File: src/rtl/painterengine_gpu_colorconvert_seq.sv
// Chunked pixel-format conversion sequencer: per chunk, one DMA reader burst into
// the converter FIFO followed by one DMA writer burst out of it.
module painterengine_gpu_colorconvert_seq #(
    parameter int unsigned BLOCK_PIXELS   = 16,
    parameter int unsigned TIMEOUT_CYCLES = 0
) (
    input  logic        i_wire_clock,
    input  logic        i_wire_resetn,
    input  logic        i_wire_start,
    input  logic        i_wire_abort,
    input  logic [1:0]  i_wire_mode,
    input  logic [31:0] i_wire_source_address,
    input  logic [31:0] i_wire_dest_address,
    input  logic [31:0] i_wire_pixel_count,
    output logic        o_wire_fifo_resetn,
    output logic [1:0]  o_wire_converter_mode,
    output logic        o_wire_dma_reader_resetn,
    output logic [31:0] o_wire_dma_reader_address,
    output logic [31:0] o_wire_dma_reader_length,
    input  logic        i_wire_dma_reader_done,
    input  logic        i_wire_dma_reader_error,
    output logic        o_wire_dma_writer_resetn,
    output logic [31:0] o_wire_dma_writer_address,
    output logic [31:0] o_wire_dma_writer_length,
    input  logic        i_wire_dma_writer_done,
    input  logic        i_wire_dma_writer_error,
    output logic        o_wire_busy,
    output logic [31:0] o_wire_progress,
    output logic [31:0] o_wire_state
);

    typedef enum logic [7:0] {
        ST_IDLE             = 8'h00,
        ST_CHECK            = 8'h01,
        ST_PUSH_PARAM       = 8'h02,
        ST_READ             = 8'h03,
        ST_READ_WAIT        = 8'h04,
        ST_WRITE            = 8'h05,
        ST_WRITE_WAIT       = 8'h06,
        ST_DONE             = 8'h08,
        ST_ALIGN_ERROR      = 8'h09,
        ST_DMA_READER_ERROR = 8'h0A,
        ST_DMA_WRITER_ERROR = 8'h0B,
        ST_TIMEOUT          = 8'h0C
    } state_t;

    localparam logic [31:0] BLOCK_LEN    = 32'(BLOCK_PIXELS);
    localparam logic [31:0] TIMEOUT_LAST = 32'(TIMEOUT_CYCLES - 1);
    localparam bit          TIMEOUT_EN   = (TIMEOUT_CYCLES != 0);

    state_t      state, next_state;
    logic [1:0]  mode_q;
    logic [31:0] src_q, dst_q, count_q, progress_q, wait_cnt;
    logic [7:0]  chunk_q;
    logic        fifo_rn, rd_rn, wr_rn, busy_q;
    logic [31:0] rd_addr_q, rd_len_q, wr_addr_q, wr_len_q;

    logic [2:0]  src_bpp, dst_bpp;
    logic [31:0] remaining;
    logic [7:0]  chunk_next;
    logic [9:0]  rd_bytes, wr_bytes;
    logic        misaligned, terminal, launch, timeout_hit;

    always_comb begin
        src_bpp = 3'd4;
        dst_bpp = 3'd4;
        case (mode_q)
            2'd0:    dst_bpp = 3'd3;
            2'd1:    src_bpp = 3'd3;
            2'd2:    dst_bpp = 3'd2;
            default: ;
        endcase
    end

    assign misaligned  = (src_bpp == 3'd4 && src_q[1:0] != '0)
                       || (dst_bpp == 3'd4 && dst_q[1:0] != '0)
                       || (dst_bpp == 3'd2 && dst_q[0]);
    assign remaining   = count_q - progress_q;
    assign chunk_next  = (remaining < BLOCK_LEN) ? remaining[7:0] : BLOCK_LEN[7:0];
    assign rd_bytes    = 10'(chunk_next) * 10'(src_bpp);
    assign wr_bytes    = 10'(chunk_next) * 10'(dst_bpp);
    assign terminal    = (state == ST_DONE) || (state == ST_ALIGN_ERROR)
                       || (state == ST_DMA_READER_ERROR) || (state == ST_DMA_WRITER_ERROR)
                       || (state == ST_TIMEOUT);
    assign launch      = i_wire_start && !i_wire_abort && (state == ST_IDLE || terminal);
    // wait_cnt is 0 in the first wait cycle, so the limit is reached in cycle TIMEOUT_CYCLES
    assign timeout_hit = TIMEOUT_EN && (wait_cnt == TIMEOUT_LAST);

    always_ff @(posedge i_wire_clock or negedge i_wire_resetn) begin
        if (!i_wire_resetn) state <= ST_IDLE;
        else                state <= next_state;
    end

    always_comb begin
        next_state = state;
        case (state)
            ST_IDLE:       if (launch) next_state = ST_CHECK;
            ST_CHECK:      next_state = misaligned ? ST_ALIGN_ERROR : ST_PUSH_PARAM;
            ST_PUSH_PARAM: next_state = (remaining == '0) ? ST_DONE : ST_READ;
            ST_READ:       next_state = ST_READ_WAIT;
            ST_READ_WAIT: begin
                if (i_wire_dma_reader_error)     next_state = ST_DMA_READER_ERROR;
                else if (i_wire_dma_reader_done) next_state = ST_WRITE;
                else if (timeout_hit)            next_state = ST_TIMEOUT;
            end
            ST_WRITE:      next_state = ST_WRITE_WAIT;
            ST_WRITE_WAIT: begin
                if (i_wire_dma_writer_error)     next_state = ST_DMA_WRITER_ERROR;
                else if (i_wire_dma_writer_done) next_state = ST_PUSH_PARAM;
                else if (timeout_hit)            next_state = ST_TIMEOUT;
            end
            ST_DONE, ST_ALIGN_ERROR, ST_DMA_READER_ERROR,
            ST_DMA_WRITER_ERROR, ST_TIMEOUT:
                if (launch) next_state = ST_CHECK;
            default:       next_state = ST_IDLE;
        endcase
        if (i_wire_abort) next_state = ST_IDLE;
    end

    // Outputs are registered from next_state so they line up with the state they belong to.
    always_ff @(posedge i_wire_clock or negedge i_wire_resetn) begin
        if (!i_wire_resetn) begin
            mode_q     <= '0;
            src_q      <= '0;
            dst_q      <= '0;
            count_q    <= '0;
            progress_q <= '0;
            chunk_q    <= '0;
            wait_cnt   <= '0;
            fifo_rn    <= 1'b0;
            rd_rn      <= 1'b0;
            wr_rn      <= 1'b0;
            busy_q     <= 1'b0;
            rd_addr_q  <= '0;
            rd_len_q   <= '0;
            wr_addr_q  <= '0;
            wr_len_q   <= '0;
        end else begin
            busy_q <= (next_state == ST_CHECK) || (next_state == ST_PUSH_PARAM)
                   || (next_state == ST_READ) || (next_state == ST_READ_WAIT)
                   || (next_state == ST_WRITE) || (next_state == ST_WRITE_WAIT);
            wait_cnt <= (next_state == state && (state == ST_READ_WAIT || state == ST_WRITE_WAIT))
                      ? wait_cnt + 32'd1 : '0;
            if (launch) begin
                mode_q     <= i_wire_mode;
                src_q      <= i_wire_source_address;
                dst_q      <= i_wire_dest_address;
                count_q    <= i_wire_pixel_count;
                progress_q <= '0;
            end
            if (state == ST_PUSH_PARAM && next_state == ST_READ) begin
                chunk_q   <= chunk_next;
                rd_addr_q <= src_q + progress_q * 32'(src_bpp);
                rd_len_q  <= {22'd0, rd_bytes};
                wr_addr_q <= dst_q + progress_q * 32'(dst_bpp);
                wr_len_q  <= {22'd0, wr_bytes};
            end
            if (state == ST_WRITE_WAIT && next_state == ST_PUSH_PARAM)
                progress_q <= progress_q + {24'd0, chunk_q};
            case (next_state)
                ST_IDLE, ST_PUSH_PARAM: begin
                    fifo_rn <= 1'b0;
                    rd_rn   <= 1'b0;
                    wr_rn   <= 1'b0;
                end
                ST_READ: begin
                    fifo_rn <= 1'b1;
                    rd_rn   <= 1'b1;
                    wr_rn   <= 1'b0;
                end
                ST_WRITE: begin
                    fifo_rn <= 1'b1;
                    rd_rn   <= 1'b0;
                    wr_rn   <= 1'b1;
                end
                default: ;
            endcase
        end
    end

    assign o_wire_fifo_resetn        = fifo_rn;
    assign o_wire_converter_mode     = mode_q;
    assign o_wire_dma_reader_resetn  = rd_rn;
    assign o_wire_dma_reader_address = rd_addr_q;
    assign o_wire_dma_reader_length  = rd_len_q;
    assign o_wire_dma_writer_resetn  = wr_rn;
    assign o_wire_dma_writer_address = wr_addr_q;
    assign o_wire_dma_writer_length  = wr_len_q;
    assign o_wire_busy               = busy_q;
    assign o_wire_progress           = progress_q;
    assign o_wire_state              = {24'd0, state};

endmodule

File: config.mk
export PLATFORM = sky130hd
export DESIGN_NAME = painterengine_gpu_colorconvert_seq
export DESIGN_NICKNAME = d
export VERILOG_FILES = /design/src/rtl/painterengine_gpu_colorconvert_seq.sv
export SDC_FILE = /design/constraint.sdc
export NUM_CORES = 1
export LEC_CHECK = 0
export BUFFER_PORTS_ARGS = -buffer_cell sky130_fd_sc_hd__buf_4
export CAP_MARGIN = 30
export CORE_ASPECT_RATIO = 0.5
export CORE_MARGIN = 2
export CORE_UTILIZATION = 50
export CTS_BUF_LIST = sky130_fd_sc_hd__clkbuf_16
export DETAILED_ROUTE_END_ITERATION = 16
export PLACE_DENSITY = 0.72
export SETUP_SLACK_MARGIN = 0.4
export SYNTH_ARGS = -nofsm -noshare
export SYNTH_HDL_FRONTEND = slang
export SYNTH_SLANG_ARGS = --single-unit
File: constraint.sdc
create_clock -name i_wire_clock -period 12.4 [get_ports i_wire_clock]
set_input_delay 0 -clock i_wire_clock [delete_from_list [all_inputs] [get_ports i_wire_clock]]
set_output_delay 0 -clock i_wire_clock [all_outputs]
set_load 0.005 [all_outputs]
==> impl_metrics.tcl <==
set metrics [dict create \
    status "finished clean" \
    die_x_um 282 \
    met3_length_um 4140 \
    cp_slowest_stage_delay_ns 0.63 \
    clock_tree.root_cell "sky130_fd_sc_hd__clkbuf_16" \
    timing.max_slew.rel_slack 0.349 \
    filler_cell_count 3167 \
    timing.critical_path.cells "ha_1, inv_1, fa_1, a21oi_2, o211ai_1, and3_1, a2111oi_4, o21bai_1, a221oi_2, xor2_1, or4b_1, nor4_4, buf_4, nand2_1, o21ai_0, ha_1, ha_1, a21o_1, a21o_1, a21o_1, a21oi_1, xnor2_1, mux2_4" \
    p_switching_mw 0.893 \
    pin_count_of_the_biggest_net_entering_global_routing 116 \
    setup.worst_path.start_class "flop" \
    drt_first_iter_violations 1380 \
    cts.sink_count 234 \
    numCtsBuffers 25 \
    worst-path-buf-inv 2 \
    intPower_mw 1.62 \
    viasPerCell 5.67 \
    tightest_slew_ns 0.977 \
    syn2layout_area_growth_pct 18.6 \
    initial_core_util 0.511 \
    highest-signal-layer "met4" \
    worst_slack_ns 6.13 \
    yosysUniqueCellTypes 83 \
    timing_max_transition_violations_final 0 \
    layoutNonFillerInstCount 2747 \
    drt-total-wl_um 55500 \
    gpl.final_weighted_congestion 0.964 \
    critical_path_peak_fanout 23 \
    seqPwrFrac 0.354 \
    fin_setup_tns_ns 0 \
    critPathKind "reg2reg" \
    syn_avg_cell_area_um2 9.84 \
    met1_length_um 24700 \
    maxCapViolCount 0 \
    critical_path.endpoint_type "flop" \
    worst-endpoint-arrival_ns 6.72 \
    pin_count 304 \
    path_depth_of_the_worst_reg2reg_path 23 \
    setup-violations-final 0 \
    yosysSeqAreaShare 0.304 \
    grt_usage 0.276 \
    final_period_minus_worst_setup_slack_ns 6.27 \
    ys_async_sr_fraction 1.00 \
    nets 2568 \
    place_hpwl_um 41900 \
    timing.final.crit_share 0.506 \
    post_drt_wl_per_cell_um 20.2 \
    synth.ff_latch_count 234 \
    p_per_area_nw_per_um2 110 \
    floorplan.die.height_um 143 \
    r2r_setup_slack_ns 6.13 \
    comb_power_share 0.339 \
    critical_path_startpoint "o_wire_progress[0]" \
    critPathSlowestCell "sky130_fd_sc_hd__dfrtp_1" \
    clk_lat_worst_skew_ns 0.56 \
    post_place_cells 2597 \
    synth-main-ff-cell "sky130_fd_sc_hd__dfrtp_1" \
    total_area_of_multi_input_combinational_cells_um2 12300 \
    global_route_wire_length_before_repair_um 86000 \
    floorplan.rows 50 \
    cp.required_ns 12.85 \
    syn_inst 1960 \
    worst-path-stages 23 \
    irDropWorstVdd_mv 0.0933 \
    timing.fmax_mhz 159 \
    synth-edff-count 0 \
    switching_share 0.355 \
    hp-class "in2reg" \
    grt_overflow_total 0 \
    grt_antenna_before_repair 1 \
    layout.cells.most_common "sky130_fd_sc_hd__buf_4" \
    vias 15600 \
    met2RoutedLength_um 24500 \
    path_delay_family "compound AO/OA/AOI/OAI gates" \
    route.antenna.remaining_nets 0 \
    area_taken_by_flip_flops_and_latches_um2 5860 \
    final-hold-violation-count 0 \
    final_layout_size_suffix_gt1_frac 0.218 \
    layout_common_cells "248 x sky130_fd_sc_hd__buf_4, 233 x sky130_fd_sc_hd__dfrtp_1, 191 x sky130_fd_sc_hd__ha_1, 125 x sky130_fd_sc_hd__nand2_1, 111 x sky130_fd_sc_hd__mux2_2" \
    drt_pre_antenna_iters 6 \
    grt_pass1_vias 15100 \
    clock_tree.htree_level_count 1 \
    drt_drc_violations_left 0 \
    clock_tree_from_tritoncts "done" \
    skew_ns 0.0151 \
    preCtsSetupSlack_ns 6.21 \
    static-leakage-power_nw 11.9 \
    yosys_warnings 0 \
    setup.worst_path.end "o_wire_dma_writer_length[7]" \
    syn_area_um2 19300 \
    pwr-share-clk 0.306 \
    regToRegEndpoint "o_wire_dma_writer_length[7]" \
    clk_transition_reported_paths_ns 0.07 \
    placeableCoreArea_um2 37700 \
    rsz0062_at_grt "no" \
    r2r-start "o_wire_progress[0]" \
    portBuffers 235 \
    finalPower_mw 2.52 \
    design.die.area_um2 40300 \
    buffers_from_clock_root_to_sink_at_most 3 \
]
worst min-delay path by stage:
| stage | start | to | slack (ns) | depth (start not counted) |
|---|---|---|---|---|
| final | i_wire_dma_reader_done | o_wire_busy | 0.06 | 5 |
| after global routing | i_wire_dma_reader_done | o_wire_busy | 0.07 | 5 |
| after CTS | i_wire_dma_reader_done | o_wire_busy | 0.02 | 5 |
| after detailed placement | i_wire_resetn | o_wire_dma_reader_address[4] | 0.14 | 1 |
| after global placement | i_wire_resetn | o_wire_dma_reader_address[4] | 0.14 | 1 |
| after floorplan | i_wire_resetn | chunk_q[0] | -0.30 | 0 |
per-stage QoR:
step,cell area (µm²),util,hold WS [ns]
6_report,22900,0.606,0.0555
5_1_grt,22900,0.606,0.0694
4_1_cts,22800,0.606,0.0180
3_5_place_dp,21000,0.557,0.136
3_3_place_gp,21000,0.557,0.142
2_1_floorplan,19600,-,-0.296
power groups by stage:
stage	clock network, mW	logic (mW)	registers [mW]
after floorplan	0	0.614	0.881
after global placement	0	0.810	0.905
after global routing	0.816	0.945	0.899
final	0.771	0.854	0.891
after detailed placement	0	0.809	0.907
after CTS	0.784	0.840	0.892
kinds of logic after synthesis:
family          share of synthesized area
flops                               0.304
mux                                 0.128
fa+ha+maj                           0.191
other cells                      0.000194
xor+xnor                           0.0409
compound gates                      0.143
buf+inv                            0.0745
simple gates                        0.118
registers in the layout, indices dropped and copies added (netlist names):
name / count
chunk_q: 8
count_q: 32
dst_q: 32
o_wire_busy: 1
o_wire_converter_mode: 2
o_wire_dma_reader_address: 32
o_wire_dma_reader_length: 10
o_wire_dma_reader_resetn: 1
o_wire_dma_writer_address: 32
o_wire_dma_writer_length: 10
o_wire_dma_writer_resetn: 1
o_wire_fifo_resetn: 1
o_wire_progress: 32
src_q: 32
state: 8
area by class of cell:
| type | count | share of cell area |
|---|---|---|
| inverter | 81 | 0.0133 |
| sequential | 234 | 0.256 |
| antenna | 1 | 0.000109 |
| tap | 520 | 0.0284 |
| clock inverter | 21 | 0.00815 |
| multi-input combinational | 1513 | 0.539 |
| timing repair buffer | 352 | 0.128 |
| clock buffer | 25 | 0.0273 |
layer usage:
metal / up-vias / track usage
met1: 7547 / 0.386
met5: - / 0
met2: 594 / 0.426
met4: 0 / 0.0963
met3: 117 / 0.0563
li1: 7305 / -
repair_timing:
| item | CTS | global route |
|---|---|---|
| hold endpoints to repair | 215 | 0 |
| resized for setup | 0 | 0 |
| setup buffers | 0 | 0 |
| hold buffers | 102 | 0 |
Yosys cell counts, types with 18 or more instances:
library cell | count | area, µm²
sky130_fd_sc_hd__nand3_1 | 57 | 285
sky130_fd_sc_hd__o21bai_1 | 20 | 150
sky130_fd_sc_hd__buf_4 | 68 | 510
sky130_fd_sc_hd__nor2b_1 | 18 | 113
sky130_fd_sc_hd__a21oi_1 | 97 | 485
sky130_fd_sc_hd__nor2_1 | 97 | 364
sky130_fd_sc_hd__mux2_2 | 111 | 1250
sky130_fd_sc_hd__dfrtp_1 | 234 | 5860
sky130_fd_sc_hd__ha_1 | 191 | 2390
sky130_fd_sc_hd__mux2_4 | 65 | 976
sky130_fd_sc_hd__xnor2_1 | 60 | 526
sky130_fd_sc_hd__xor2_1 | 30 | 263
sky130_fd_sc_hd__nand2_1 | 125 | 469
sky130_fd_sc_hd__nor3_1 | 65 | 325
sky130_fd_sc_hd__mux2i_1 | 24 | 240
sky130_fd_sc_hd__inv_1 | 81 | 304
sky130_fd_sc_hd__o21ai_0 | 100 | 500
sky130_fd_sc_hd__clkbuf_1 | 124 | 465
sky130_fd_sc_hd__fa_1 | 64 | 1280
sky130_fd_sc_hd__a21o_1 | 77 | 578
sky130_fd_sc_hd__a31oi_1 | 21 | 131
tightest hold or removal path: stages:
cell	delay (ns)
sky130_fd_sc_hd__buf_4	0.08
sky130_fd_sc_hd__a22o_1	0.11
sky130_fd_sc_hd__nand2_1	0.05
sky130_fd_sc_hd__nand3_1	0.14
sky130_fd_sc_hd__o311a_1	0.19
Note: power is estimated with default switching activity, not from simulation.
